<file path="src/rtl/rv_pipe_pkg.sv">
// Shared definitions for the RISC-V pipeline memory stage.
//   mem_state_e      : handshake FSM state encoding
//   BUBBLE_*         : control values written into MEM/WB for a bubble
//   ALIGN_MASK       : required value of address bits [1:0] for a word access
//   is_misaligned()  : alignment test for a memory operation
package rv_pipe_pkg;

   typedef enum logic {
      ST_IDLE = 1'b0,
      ST_WAIT = 1'b1
   } mem_state_e;

   localparam logic       BUBBLE_REGWRITE = 1'b0;
   localparam logic       BUBBLE_MEMTOREG = 1'b0;
   localparam logic [1:0] ALIGN_MASK      = 2'b00;

   function automatic logic is_misaligned(input logic mem_op, input logic [1:0] addr_lsb);
      return mem_op & (addr_lsb != ALIGN_MASK);
   endfunction

endpackage

</file>
<file path="src/rtl/mem_wb.sv">
// MEM/WB pipeline register.
//   clk, rst_n      : clock, async active-low reset (all outputs clear)
//   i_bubble        : clear regwrite/memtoreg, hold all other fields (has priority)
//   i_load          : capture alu_result, register_rd and control bits
//   i_rdata_en      : together with i_load, also capture i_read_data
//   i_*             : next-stage values
//   o_*             : registered MEM/WB outputs
module mem_wb
   import rv_pipe_pkg::*;
(
   input  logic        clk,
   input  logic        rst_n,
   input  logic        i_bubble,
   input  logic        i_load,
   input  logic        i_rdata_en,
   input  logic [31:0] i_read_data,
   input  logic [31:0] i_alu_result,
   input  logic [4:0]  i_register_rd,
   input  logic        i_memtoreg,
   input  logic        i_regwrite,
   output logic [31:0] o_read_data,
   output logic [31:0] o_alu_result,
   output logic [4:0]  o_register_rd,
   output logic        o_memtoreg,
   output logic        o_regwrite
);

   logic [31:0] r_read_data;
   logic [31:0] r_alu_result;
   logic [4:0]  r_register_rd;
   logic        r_memtoreg;
   logic        r_regwrite;

   always_ff @(posedge clk or negedge rst_n) begin
      if (!rst_n) begin
         r_read_data   <= '0;
         r_alu_result  <= '0;
         r_register_rd <= '0;
         r_memtoreg    <= 1'b0;
         r_regwrite    <= 1'b0;
      end else if (i_bubble) begin
         r_memtoreg    <= BUBBLE_MEMTOREG;
         r_regwrite    <= BUBBLE_REGWRITE;
      end else if (i_load) begin
         r_alu_result  <= i_alu_result;
         r_register_rd <= i_register_rd;
         r_memtoreg    <= i_memtoreg;
         r_regwrite    <= i_regwrite;
         if (i_rdata_en) begin
            r_read_data <= i_read_data;
         end
      end
   end

   assign o_read_data   = r_read_data;
   assign o_alu_result  = r_alu_result;
   assign o_register_rd = r_register_rd;
   assign o_memtoreg    = r_memtoreg;
   assign o_regwrite    = r_regwrite;

endmodule

</file>
<file path="src/rtl/mem_stage.sv">
// Memory-access stage: data-memory request/ready handshake with a bounded
// wait, upstream stall generation, branch resolution and the MEM/WB register.
//   clk, rst_n            : clock, async active-low reset
//   ex_mem_*              : EX/MEM register outputs (held by the upstream while mem_stall=1)
//   zero_flag_ex_mem      : ALU zero flag for branch resolution
//   dmem_*                : data-memory request/ready interface
//   mem_stall             : freezes PC, IF/ID, ID/EX and EX/MEM
//   pcsrc                 : branch taken
//   mem_err               : sticky misaligned/timeout flag, cleared only by reset
//   mem_wb_*              : MEM/WB register outputs
//
// state   | meaning
// --------+-------------------------------------------------------------
// IDLE    | no access outstanding; aligned mem op issues a request here
// WAIT    | request held, counting cycles until dmem_ready or timeout
module mem_stage
   import rv_pipe_pkg::*;
#(
   parameter int unsigned TIMEOUT = 16   // 2..255
) (
   input  logic        clk,
   input  logic        rst_n,
   input  logic [31:0] ex_mem_alu_result,
   input  logic [31:0] ex_mem_output_data_2,
   input  logic [4:0]  ex_mem_register_rd,
   input  logic        ex_mem_memtoreg,
   input  logic        ex_mem_regwrite,
   input  logic        ex_mem_memread,
   input  logic        ex_mem_memwrite,
   input  logic        ex_mem_branch,
   input  logic        zero_flag_ex_mem,
   output logic        dmem_req,
   output logic        dmem_we,
   output logic [31:0] dmem_addr,
   output logic [31:0] dmem_wdata,
   input  logic [31:0] dmem_rdata,
   input  logic        dmem_ready,
   output logic        mem_stall,
   output logic        pcsrc,
   output logic        mem_err,
   output logic [31:0] mem_wb_read_data,
   output logic [31:0] mem_wb_alu_result,
   output logic [4:0]  mem_wb_register_rd,
   output logic        mem_wb_memtoreg,
   output logic        mem_wb_regwrite
);

   localparam logic [7:0] CNT_LAST = 8'(TIMEOUT - 1);

   mem_state_e r_state;
   mem_state_e w_state_nxt;
   logic [7:0] r_count;
   logic [7:0] w_count_nxt;
   logic       r_err;

   logic w_mem_op;
   logic w_misaligned;
   logic w_last_wait;
   logic w_req;
   logic w_load;
   logic w_bubble;
   logic w_err_set;

   assign w_mem_op     = ex_mem_memread | ex_mem_memwrite;
   assign w_misaligned = is_misaligned(w_mem_op, ex_mem_alu_result[1:0]);
   assign w_last_wait  = (r_state == ST_WAIT) && (r_count == CNT_LAST);

   always_ff @(posedge clk or negedge rst_n) begin
      if (!rst_n) begin
         r_state <= ST_IDLE;
         r_count <= '0;
         r_err   <= 1'b0;
      end else begin
         r_state <= w_state_nxt;
         r_count <= w_count_nxt;
         if (w_err_set) begin
            r_err <= 1'b1;
         end
      end
   end

   always_comb begin
      w_state_nxt = r_state;
      w_count_nxt = r_count;
      w_req       = 1'b0;
      w_load      = 1'b0;
      w_bubble    = 1'b0;
      w_err_set   = 1'b0;
      unique case (r_state)
         ST_IDLE: begin
            w_req = w_mem_op & ~w_misaligned;
            if (w_misaligned) begin
               w_bubble  = 1'b1;
               w_err_set = 1'b1;
            end else if (!w_mem_op || dmem_ready) begin
               w_load = 1'b1;
            end else begin
               // first stalled cycle counts as wait cycle 0
               w_bubble    = 1'b1;
               w_state_nxt = ST_WAIT;
               w_count_nxt = 8'd1;
            end
         end
         ST_WAIT: begin
            w_req = 1'b1;
            if (dmem_ready) begin
               w_load      = 1'b1;
               w_state_nxt = ST_IDLE;
               w_count_nxt = '0;
            end else if (w_last_wait) begin
               w_bubble    = 1'b1;
               w_err_set   = 1'b1;
               w_state_nxt = ST_IDLE;
               w_count_nxt = '0;
            end else begin
               w_bubble    = 1'b1;
               w_count_nxt = r_count + 8'd1;
            end
         end
      endcase
   end

   // Gated by rst_n so request and stall drop during reset without a clock edge.
   assign dmem_req   = rst_n & w_req;
   assign dmem_we    = ex_mem_memwrite;
   assign dmem_addr  = ex_mem_alu_result;
   assign dmem_wdata = ex_mem_output_data_2;
   assign mem_stall  = dmem_req & ~dmem_ready & ~w_last_wait;
   assign pcsrc      = ex_mem_branch & zero_flag_ex_mem;
   assign mem_err    = r_err;

   mem_wb u_mem_wb (
      .clk           (clk),
      .rst_n         (rst_n),
      .i_bubble      (w_bubble),
      .i_load        (w_load),
      .i_rdata_en    (w_mem_op & ~ex_mem_memwrite),
      .i_read_data   (dmem_rdata),
      .i_alu_result  (ex_mem_alu_result),
      .i_register_rd (ex_mem_register_rd),
      .i_memtoreg    (ex_mem_memtoreg),
      .i_regwrite    (ex_mem_regwrite),
      .o_read_data   (mem_wb_read_data),
      .o_alu_result  (mem_wb_alu_result),
      .o_register_rd (mem_wb_register_rd),
      .o_memtoreg    (mem_wb_memtoreg),
      .o_regwrite    (mem_wb_regwrite)
   );

endmodule

</file>
<file path="config.mk">
export PLATFORM = sky130hd
export DESIGN_NAME = mem_stage
export DESIGN_NICKNAME = d
export VERILOG_FILES = /design/src/rtl/rv_pipe_pkg.sv /design/src/rtl/mem_wb.sv /design/src/rtl/mem_stage.sv
export SDC_FILE = /design/constraint.sdc
export NUM_CORES = 1
export LEC_CHECK = 0
export ABC_AREA = 1
export CORE_ASPECT_RATIO = 0.9
export CORE_MARGIN = 4
export CORE_UTILIZATION = 37
export CTS_CLUSTER_SIZE = 14
export DETAILED_ROUTE_END_ITERATION = 10
export PLACE_DENSITY = 0.82
export SETUP_SLACK_MARGIN = 0.3
export SYNTH_ARGS = -nofsm -noshare
export SYNTH_HDL_FRONTEND = slang
export SYNTH_SLANG_ARGS = --single-unit
</file>
<file path="constraint.sdc">
create_clock -name clk -period 1.7 [get_ports clk]
set_input_delay 0.17 -clock clk [delete_from_list [all_inputs] [get_ports clk]]
set_output_delay 0.17 -clock clk [all_outputs]
set_load 0.02 [all_outputs]
</file>
==> metrics.md <==
| Metric | Value |
|---|---|
| GRT Util Overall | `17.50%` |
| Unrepaired setup endpoints after global routing | `yes` |
| Worst Skew | `0.008055 ns` |
| CP required | `1.53 ns` |
| Routed wire length per instance | `14.70 µm` |
| Proportion of netlist area held by the largest area contributor | `52.46%` |
| Worst-Margin Slew | `0.5896 ns` |
| Result of the run | `finished with violations` |
| Startpoint of the most critical register-to-register path | `r_state$_DFF_PN0_` |
| Post-synthesis cell count | `466` |
| Share of post-route cells with drive strength above 1 | `10.31%` |
| Final wirelength | `10,880 µm` |
| Violations in the final reports | `negative hold slack` |
| I/O pin total | `250` |
| Final Worst Setup Slack | `0.07078 ns` |
| Via count of the routed design | `3,442` |
| Port bufs | `185` |
| Vias in the first global route | `3,542` |
| Maximum capacitance violations | `0` |
| Cell depth of the worst flop-to-flop path | `8` |
| Clock H-tree levels | `3` |
| Total power | `6370 µW` |
| Worst setup slack for register-to-register paths | `0.33 ns` |
| Worst setup path startpoint | `r_count[0]$_DFFE_PN0P_` |
| Average via count per standard cell | `4.651` |
| Worst Hold Class | `in2async` |
| Min Hold Slack | `-0.08999 ns` |
| Post-synth top area cell | `dfrtp_1` |
| # clock sinks | `81` |
| Number of buffers created by CTS | `9` |
| DRC viols | `0` |
| Highest-delay cell along the critical path | `dfrtp_1` |
| Maximum number of pins on one net before global-route repair | `48` |
| Number of core rows | `35` |
| Final core occ | `56.98%` |
| Routability-driven placement congestion ratio | `0.8115` |
| List of most frequent post-synthesis cells | `nand2_1, dfrtp_1, buf_4` |
| Share of synthesized flip-flops with an asynchronous set or reset | `100.0%` |
| Flip-flop cell with the highest count after synthesis | `dfrtp_1` |
| Synth-to-Final Area Change | `50.49%` |
| PwrDens | `1096 nW/µm²` |
| Root Driver | `clkbuf_16` |
| Worst setup slack before clock tree synthesis | `-0.3520 ns` |
| Placed wire-length estimate after detailed placement | `7917 µm` |
| Instance count after placement with tap cells included | `721` |
| Final Hold Fails | `34` |
| Setup-failing EPs final | `0` |
| Worst-case headroom to the max-slew limit | `60.69%` |
| Sequence of cells on the critical path | `ha_4 > nand2_4 > nor2_4 > nand3_2 > nor2_4 > nor3_4 > buf_6` |
| CP endpoint kind | `primary output` |
| Initial core utilization | `37.87%` |
| Die outline width | `115.7 µm` |
| Worst-Skew Late Latency | `0.32 ns` |
| Maximum count of clock buffers along a single path | `2` |
| Terminus of the critical flop-to-flop path | `u_mem_wb.o_alu_result[11]$_DFFE_PN0P_` |
| Count of final max-slew check failures | `0` |
| Floorplan die height | `104.9 µm` |
| Number of antenna violations at the first check in global routing | `0` |
| Start-to-end type of the worst setup path | `reg2out` |
| Number of library cell types mapped by synthesis | `19` |
| Fill count | `914` |
| Flop and latch count out of synthesis | `81` |
| Leakage | `0.003115 µW` |
| Leading post-synthesis cells by cell area | `dfrtp_1, nand2_1, buf_4` |
| Final non-filler cell total | `740` |
| Maximum ir drop on the vdd rail | `569.2 µV` |
| Setup crit start kind | `flip-flop` |
| Diode count | `0` |
| Signal arrival time at the worst endpoint | `1.46 ns` |
| Layout net count | `717` |
| Slowest cell delay on critical path | `0.40 ns` |
| Sequential fraction of the synthesis area | `52.46%` |
| First-pass GRT wire length | `17,020 µm` |
| Clock-pin slew on the worst setup and hold paths | `0.06 ns` |
| Pre-Repair DR Iteration Count | `5` |
| Iteration-0 DRC Markers | `177` |
| Grt total ovfl | `0` |
| Area of the die | `12,140 µm²` |
| Final Cycle Share | `95.84%` |
| EDFF count, synth | `0` |
| Mapped cell area | `3864 µm²` |
| CTS tree | `built` |
| Yosys synthesis warning count | `0` |
| Top achievable clock speed | `613.8 MHz` |
| Mapped Nets | `577` |
| Setup crit end | `mem_stall` |
| Crit-path max FO | `2` |
| Most frequent CP cell | `nor2_4` |
| Post-synthesis average cell area | `8.291 µm²` |
| Placeable core area | `10,200 µm²` |
| Final critical-path required period | `1.629 ns` |
| Leading cell type by number of instances after synthesis | `nand2_1` |
| Count of antenna-violating nets left after detailed routing | `0` |
## worst min-delay path by stage
stage	cells after the start	start	endpoint	slack [ns]
floorplan	0	rst_n	mem_err$_DFFE_PN0P_	-0.13
global placement	2	rst_n	u_mem_wb.o_read_data[21]$_DFFE_PN0P_	0.24
detailed placement	2	rst_n	u_mem_wb.o_read_data[21]$_DFFE_PN0P_	0.26
CTS	2	rst_n	u_mem_wb.o_read_data[17]$_DFFE_PN0P_	-0.09
global route	2	rst_n	u_mem_wb.o_read_data[17]$_DFFE_PN0P_	-0.05
finish	2	rst_n	u_mem_wb.o_read_data[17]$_DFFE_PN0P_	-0.09
## cell usage in the layout, fill, tap and decap left out
master and instances:
buf_8 1, nor3_4 1, nor2_2 1, nand3_2 1, bufinv_16 1, buf_4 24, a31oi_1 1, dfrtp_1 81
clkinv_4 2, inv_6 1, nand3_1 41, buf_6 4, o21ai_4 1, clkinv_2 1, inv_2 3, nand2_4 1
nor2_4 2, nand4_1 8, nand3_4 1, nand2_2 2, clkdlybuf4s50_1 76, clkbuf_8 2, o21ai_0 1, dlygate4sd2_1 106
a21oi_1 1, o21bai_1 2, inv_1 14, clkbuf_16 9, nor2_1 13, ha_4 1, nand2_8 1, buf_12 3
nand2_1 204
## routing by layer
metal / track usage (%) / share of wire [%]
met1: 19.79 / 39
met5: 0 / 0
met4: 9.114 / 2.5
met3: 4.227 / 7.8
met2: 30.21 / 51
## through the flow
step / instance area, µm² / setup TNS, ns
final: 5814 / 0
after global routing: 5814 / -0.0002797
after CTS: 5734 / 0
after detailed placement: 5517 / -1.346
after global placement: 5517 / -0.5662
after floorplan: 3875 / 0
## timing repair
| action | 4_1_cts | 5_1_grt |
|---|---|---|
| resized for setup | 123 | 15 |
| hold endpoints to repair | 34 | 34 |
| endpoints found under the setup margin | 137 | 5 |
| buffers inserted | 2 | 1 |
| pin swaps | 4 | 3 |
## kinds of logic after synthesis
kind of cell	share of synthesized area (%)
AOI/OAI and AO/OA	1.036
adders and majority gates	0.3238
buffers and inverters	17.29
DFF	52.46
and+or+nand+nor	28.89
## area by class of cell
type                            count  area, µm²  share of cell area, %
Clock buffer                       11      252.7                  4.347
Clock inverter                      5      61.31                  1.054
Inverter                           17      63.81                  1.097
Multi-Input combinational cell    283       1259                  21.65
Sequential cell                    81       2027                  34.86
Tap cell                          129      161.4                  2.776
Timing Repair Buffer              214       1989                  34.22
## flip-flops by register name (all words and copies together) (netlist names)
register / cells
u_mem_wb.o_register_rd: 5
u_mem_wb.o_alu_result: 32
u_mem_wb.o_read_data: 32
r_count: 8
u_mem_wb.o_memtoreg: 1
mem_err: 1
u_mem_wb.o_regwrite: 1
r_state: 1
## power breakdown
part	total, µW	switching (µW)	internal, µW
clock	1990	769	1230
combinational	1910	1120	783
sequential	2470	186	2280
total	6370	2080	4290
## worst max-delay path: cells and delay by family (launching register included)
kind / cells / cell delay (ns)
AND/OR/NAND/NOR: 5 / 0.42
buffers and inverters: 1 / 0.13
adder cells (fa/ha/maj): 1 / 0.18
flip-flops: 1 / 0.40
No activity file was read; power rests on OpenSTA's default activity.
